[src/rtl/round_sequencer.sv]
`default_nettype none
// ============================================================================
//  Module   : round_sequencer
//  Purpose  : Round-index sequencer for the ASCON permutation constant stage.
//             A start request runs N rounds (N chosen by mode_i). Round
//             indices N_MAX-N .. N_MAX-1 are emitted one per clock, along
//             with the state-register enable and the first-round select.
//             A one-cycle done pulse follows the last round.
//  Revision : 1.0  initial release
// ----------------------------------------------------------------------------
//  Ports
//    clock_i     in   1  system clock, rising edge
//    reset_i     in   1  asynchronous active-high reset
//    start_i     in   1  permutation request, honoured in IDLE or DONE
//    mode_i      in   2  round-count select, latched with an accepted start
//    abort_i     in   1  synchronous abort, beats start_i
//    round_o     out  4  round index for the constant-addition stage
//    en_round_o  out  1  state register enable, high in every round cycle
//    sel_init_o  out  1  high in the first round cycle only
//    busy_o      out  1  high while rounds are running
//    done_o      out  1  one-cycle pulse after the last round
// ============================================================================
module round_sequencer #(
  parameter int ROUNDS_A = 12,
  parameter int ROUNDS_B = 6,
  parameter int ROUNDS_C = 8,
  parameter int N_MAX    = 12
) (
  input  logic       clock_i,
  input  logic       reset_i,
  input  logic       start_i,
  input  logic [1:0] mode_i,
  input  logic       abort_i,
  output logic [3:0] round_o,
  output logic       en_round_o,
  output logic       sel_init_o,
  output logic       busy_o,
  output logic       done_o
);

  // Refuse to build with a round count the constant table cannot serve.
  if (N_MAX < 1 || N_MAX > 16) begin : g_bad_n_max
    $error("round_sequencer: N_MAX must lie in 1..16");
  end
  if (ROUNDS_A < 1 || ROUNDS_A > N_MAX) begin : g_bad_rounds_a
    $error("round_sequencer: ROUNDS_A must lie in 1..N_MAX");
  end
  if (ROUNDS_B < 1 || ROUNDS_B > N_MAX) begin : g_bad_rounds_b
    $error("round_sequencer: ROUNDS_B must lie in 1..N_MAX");
  end
  if (ROUNDS_C < 1 || ROUNDS_C > N_MAX) begin : g_bad_rounds_c
    $error("round_sequencer: ROUNDS_C must lie in 1..N_MAX");
  end

  typedef enum logic [1:0] {
    IDLE = 2'd0,
    RUN  = 2'd1,
    DONE = 2'd2
  } state_t;

  // Starting index for each mode; the count itself never needs storing
  // because every run ends at the same final index.
  localparam logic [3:0] c_first_a = 4'(N_MAX - ROUNDS_A);
  localparam logic [3:0] c_first_b = 4'(N_MAX - ROUNDS_B);
  localparam logic [3:0] c_first_c = 4'(N_MAX - ROUNDS_C);
  localparam logic [3:0] c_last    = 4'(N_MAX - 1);

  state_t     r_state;
  state_t     w_state_nxt;
  logic [3:0] r_round;
  logic [3:0] w_round_nxt;
  logic       r_en;
  logic       w_en_nxt;
  logic       r_sel;
  logic       w_sel_nxt;
  logic       r_busy;
  logic       w_busy_nxt;
  logic       r_done;
  logic       w_done_nxt;
  logic [3:0] w_first;

  // Mode 2'b11 is reserved and falls back to the p^a count.
  always_comb begin
    w_first = c_first_a;
    case (mode_i)
      2'b01:   w_first = c_first_b;
      2'b10:   w_first = c_first_c;
      default: w_first = c_first_a;
    endcase
  end

  // State register and registered outputs.
  always_ff @(posedge clock_i or posedge reset_i) begin
    if (reset_i) begin
      r_state <= IDLE;
      r_round <= 4'd0;
      r_en    <= 1'b0;
      r_sel   <= 1'b0;
      r_busy  <= 1'b0;
      r_done  <= 1'b0;
    end else begin
      r_state <= w_state_nxt;
      r_round <= w_round_nxt;
      r_en    <= w_en_nxt;
      r_sel   <= w_sel_nxt;
      r_busy  <= w_busy_nxt;
      r_done  <= w_done_nxt;
    end
  end

  // Next-state and next-output logic. The outputs are computed one cycle
  // ahead so that they line up with the state they describe.
  always_comb begin
    w_state_nxt = r_state;
    w_round_nxt = r_round;
    w_en_nxt    = 1'b0;
    w_sel_nxt   = 1'b0;
    w_busy_nxt  = 1'b0;
    w_done_nxt  = 1'b0;

    if (abort_i) begin
      w_state_nxt = IDLE;
    end else begin
      case (r_state)
        IDLE, DONE: begin
          if (start_i) begin
            w_state_nxt = RUN;
            w_round_nxt = w_first;
            w_en_nxt    = 1'b1;
            w_sel_nxt   = 1'b1;
            w_busy_nxt  = 1'b1;
          end else begin
            w_state_nxt = IDLE;
          end
        end
        RUN: begin
          if (r_round == c_last) begin
            // Final round just ran; index stays parked at the last value.
            w_state_nxt = DONE;
            w_done_nxt  = 1'b1;
          end else begin
            w_round_nxt = r_round + 4'd1;
            w_en_nxt    = 1'b1;
            w_busy_nxt  = 1'b1;
          end
        end
        default: w_state_nxt = IDLE;
      endcase
    end
  end

  assign round_o    = r_round;
  assign en_round_o = r_en;
  assign sel_init_o = r_sel;
  assign busy_o     = r_busy;
  assign done_o     = r_done;

endmodule
`default_nettype wire

[config.mk]
export PLATFORM = sky130hd
export DESIGN_NAME = round_sequencer
export DESIGN_NICKNAME = d
export VERILOG_FILES = /design/src/rtl/round_sequencer.sv
export SDC_FILE = /design/constraint.sdc
export NUM_CORES = 1
export LEC_CHECK = 0
export BUFFER_PORTS_ARGS = -buffer_cell sky130_fd_sc_hd__buf_4
export CAP_MARGIN = 20
export CORE_AREA = 5 5 42 44
export CTS_CLUSTER_DIAMETER = 100
export CTS_CLUSTER_SIZE = 14
export DETAILED_ROUTE_END_ITERATION = 10
export DIE_AREA = 0 0 47 49
export GPL_ROUTABILITY_DRIVEN = 0
export SLEW_MARGIN = 10
export SYNTH_ARGS = -nofsm -noshare
export SYNTH_HDL_FRONTEND = slang
export SYNTH_SLANG_ARGS = --single-unit
[constraint.sdc]
create_clock -name clock_i -period 2.9 [get_ports clock_i]
set_input_delay 0.58 -clock clock_i [delete_from_list [all_inputs] [get_ports clock_i]]
set_output_delay 0.58 -clock clock_i [all_outputs]
set_load 0.02 [all_outputs]
==> metrics.log <==
[metrics] post-synthesis sequential element count: 9
[metrics] unrepaired setup endpoints after global routing: no
[metrics] post-route antenna net violation count: 0
[metrics] non-filler instance count after layout: 74
[metrics] sequential fraction of the synthesis area: 0.516
[metrics] GR Layer Usage met1: 0.122
[metrics] global-route wire length before repair: 1390 um
[metrics] CTS clk-pin slew, worst paths: 0.06 ns
[metrics] global-route usage over all layers: 0.0859
[metrics] total setup violations reported at the end of the flow: 0
[metrics] Comb power frac: 0.273
[metrics] run status: complete, no violations
[metrics] Max Cap Viol: 0
[metrics] f_max: 0.681 GHz
[metrics] DRC Markers: 0
[metrics] Bufs and invs on worst path: 0
[metrics] internal cell power: 238 uW
[metrics] number of nets in the layout: 67
[metrics] number of cells traversed by the worst register-to-register path: 4
[metrics] Final Power: 345 uW
[metrics] die outline height: 49 um
[metrics] final hold vios: 0
[metrics] critical-path maximum fanout: 10
[metrics] Via density: 4.57
[metrics] clock root buffer: clkbuf_4
[metrics] global routing's busiest layer: met1
[metrics] Core Rows: 14
[metrics] share of the clock period used by the worst path after layout: 0.506
[metrics] total of buffers placed on input and output ports: 13
[metrics] post-synth net total: 51
[metrics] number of cells in the design after placement: 70
[metrics] Die Wd: 47 um
[metrics] post-CTS setup buffer count: 0
[metrics] leading area contributor after synthesis: dfrtp_1
[metrics] cells taking the most area after synthesis: dfrtp_1, ha_1, nor2_1, nor3_1, o21ai_0
[metrics] Synth Warn #: 0
[metrics] post-DR wirelength/cell: 11.2 um
[metrics] number of fill cells in the layout: 153
[metrics] die footprint: 2300 um2
[metrics] summed negative setup slack over all endpoints: 0 ns
[metrics] count of distinct cell types in the synthesized netlist: 21
[metrics] leading cell types in the layout, fill and taps excluded: buf_4, dfrtp_1, nor2_1
[metrics] worst reg2reg path endpoint: round_o[2]
[metrics] Worst path max stage delay: 0.54 ns
[metrics] Net Switching: 107 uW
[metrics] Clock Path Buffers: 2
[metrics] largest vdd supply drop: 233 uV
[metrics] slack of the worst reg-to-reg path: 1.43 ns
[metrics] maximum number of pins on one net before global-route repair: 11
[metrics] Switching Share: 0.310
[metrics] antenna violations before repair: 0
[metrics] slew at the pin closest to its max-slew limit: 0.351 ns
[metrics] Slew headroom: 0.765
[metrics] count of boundary I/O pins: 14
[metrics] share of power burned in the clock network: 0.271
[metrics] sequential cell area: 225 um2
[metrics] path type of the worst setup path: reg2reg
[metrics] number of instances in the synthesized netlist: 43
[metrics] gate family responsible for the most delay along the worst path: simple AND/OR/NAND/NOR gates
[metrics] number of instances resized during post-cts repair: 0
[metrics] startpoint types: register
[metrics] clk sinks: 9
[metrics] Crit Reg-Reg Startpoint: r_state[1]
[metrics] clock buffer count from CTS: 3
[metrics] data required time at the worst endpoint: 3.10 ns
[metrics] CTS hold repair buffers: 0
[metrics] minimum period implied by the final worst setup slack: 1.47 ns
[metrics] launching instance or port of the critical path: r_state[1]
[metrics] HPWL after detailed placement: 657 um
[metrics] source-to-sink clock delay at the later pin of the worst-skew pair: 0.25 ns
[metrics] Routed Wire Length: 829 um
[metrics] met2 usage in global routing: 0.111
[metrics] clock tree from TritonCTS: yes
[metrics] antenna cell count: 0
[metrics] global route overflow: 0
[metrics] sequential power share: 0.456
[metrics] core footprint: 1400 um2
[metrics] level count of the clock H-tree: 1
[metrics] max-slew violation count: 0
[metrics] class of the most critical hold timing path: in2async
[metrics] post-synth top area share: 0.516
[metrics] initial cell density of the core: 0.312
[metrics] leading cell type in the layout, fill and taps excluded: buf_4
[metrics] type of destination of the critical path: register
[metrics] vias in the first global route: 304
[metrics] Final Skew: 0.00580 ns
[metrics] met3 track demand over resource in global routing: 0.0221
[metrics] First-pass DRT Iterations: 2
[metrics] vias after detailed routing: 338
[metrics] total power per unit cell area: 615 nW/um2
[metrics] Static Leak: 0.278 nW
[metrics] Avg Synthesized Cell Area: 10.2 um2
[metrics] cell at the slowest stage of the critical path: or4b_1
[metrics] area of the mapped netlist: 437 um2
[metrics] area added between synthesis and finish: 28.7%
[metrics] area of the multi-input gates: 181 um2
[metrics] DR iter-0 viols: 3
[metrics] share of cells above drive strength 1: 0.310
[metrics] data arrival time of the worst path: 1.66 ns
[metrics] cell-by-cell trace of the critical path: nand2b_1 > or4b_1 > o21ai_1 > a22o_1
[registers in the layout (all words and copies together) (netlist names)]
| name | count |
|---|---|
| busy_o | 1 |
| done_o | 1 |
| r_state | 2 |
| sel_init_o | 1 |
| round_o | 4 |
[routing by layer]
layer	up-vias	wire, um
met1	149	355
met2	7	399
met3	2	62
met4	0	11
met5	-	0
li1	180	-
[how the worst max path moves through the flow]
stage,endpoint,slack (ns),cells after the start
after global placement,round_o[2],1.48,4
final,round_o[2],1.43,4
after global routing,round_o[2],1.31,4
after CTS,round_o[2],1.42,4
after detailed placement,round_o[2],1.45,4
after floorplan,round_o[2],1.51,4
[worst register-to-register path, cell delays in order, from the launching register on]
cell and delay, ns:
dfrtp_1 0.36, nand2b_1 0.27, or4b_1 0.54, o21ai_1 0.09, a22o_1 0.15
[layout make-up]
type,count,share of cell area
repair buffers,13,0.174
inverters,3,0.0200
well taps,16,0.0356
clock buffers,4,0.0468
multi-input cells,29,0.323
flip-flops and latches,9,0.401
[power by group through the flow]
stage,combinational [mW],clock (mW),sequential (mW)
global route,0.105,0.103,0.160
detailed placement,0.0955,0,0.159
finish,0.0942,0.0937,0.158
global placement,0.0946,0,0.159
floorplan,0.0436,0,0.174
CTS,0.0960,0.0981,0.157
[cells by family after synthesis]
logic type,after synthesis,synth area share
compound gates,10,0.149
fa+ha+maj,2,0.0573
buf+inv,5,0.0688
flops,9,0.516
simple gates,17,0.209
[through the flow]
stage | utilization | area, um2 | setup slack, ns | hold slack (ns)
floorplan | - | 437 | 1.51 | 0.408
global placement | 0.382 | 536 | 1.48 | 0.530
detailed placement | 0.382 | 536 | 1.45 | 0.531
CTS | 0.401 | 562 | 1.42 | 0.292
global route | 0.401 | 562 | 1.31 | 0.304
finish | 0.401 | 562 | 1.43 | 0.288
[Yosys cell counts (all sizes together)]
master / number
dfrtp: 9
nor2: 6
o21ai: 4
inv: 3
nor3: 3
a21oi: 2
buf: 2
ha: 2
nand2b: 2
a21o: 1
a22o: 1
and2: 1
and2b: 1
nand2: 1
nand3: 1
nand3b: 1
o22a: 1
o41ai: 1
or4b: 1
Note: power is estimated with default switching activity, not from simulation.
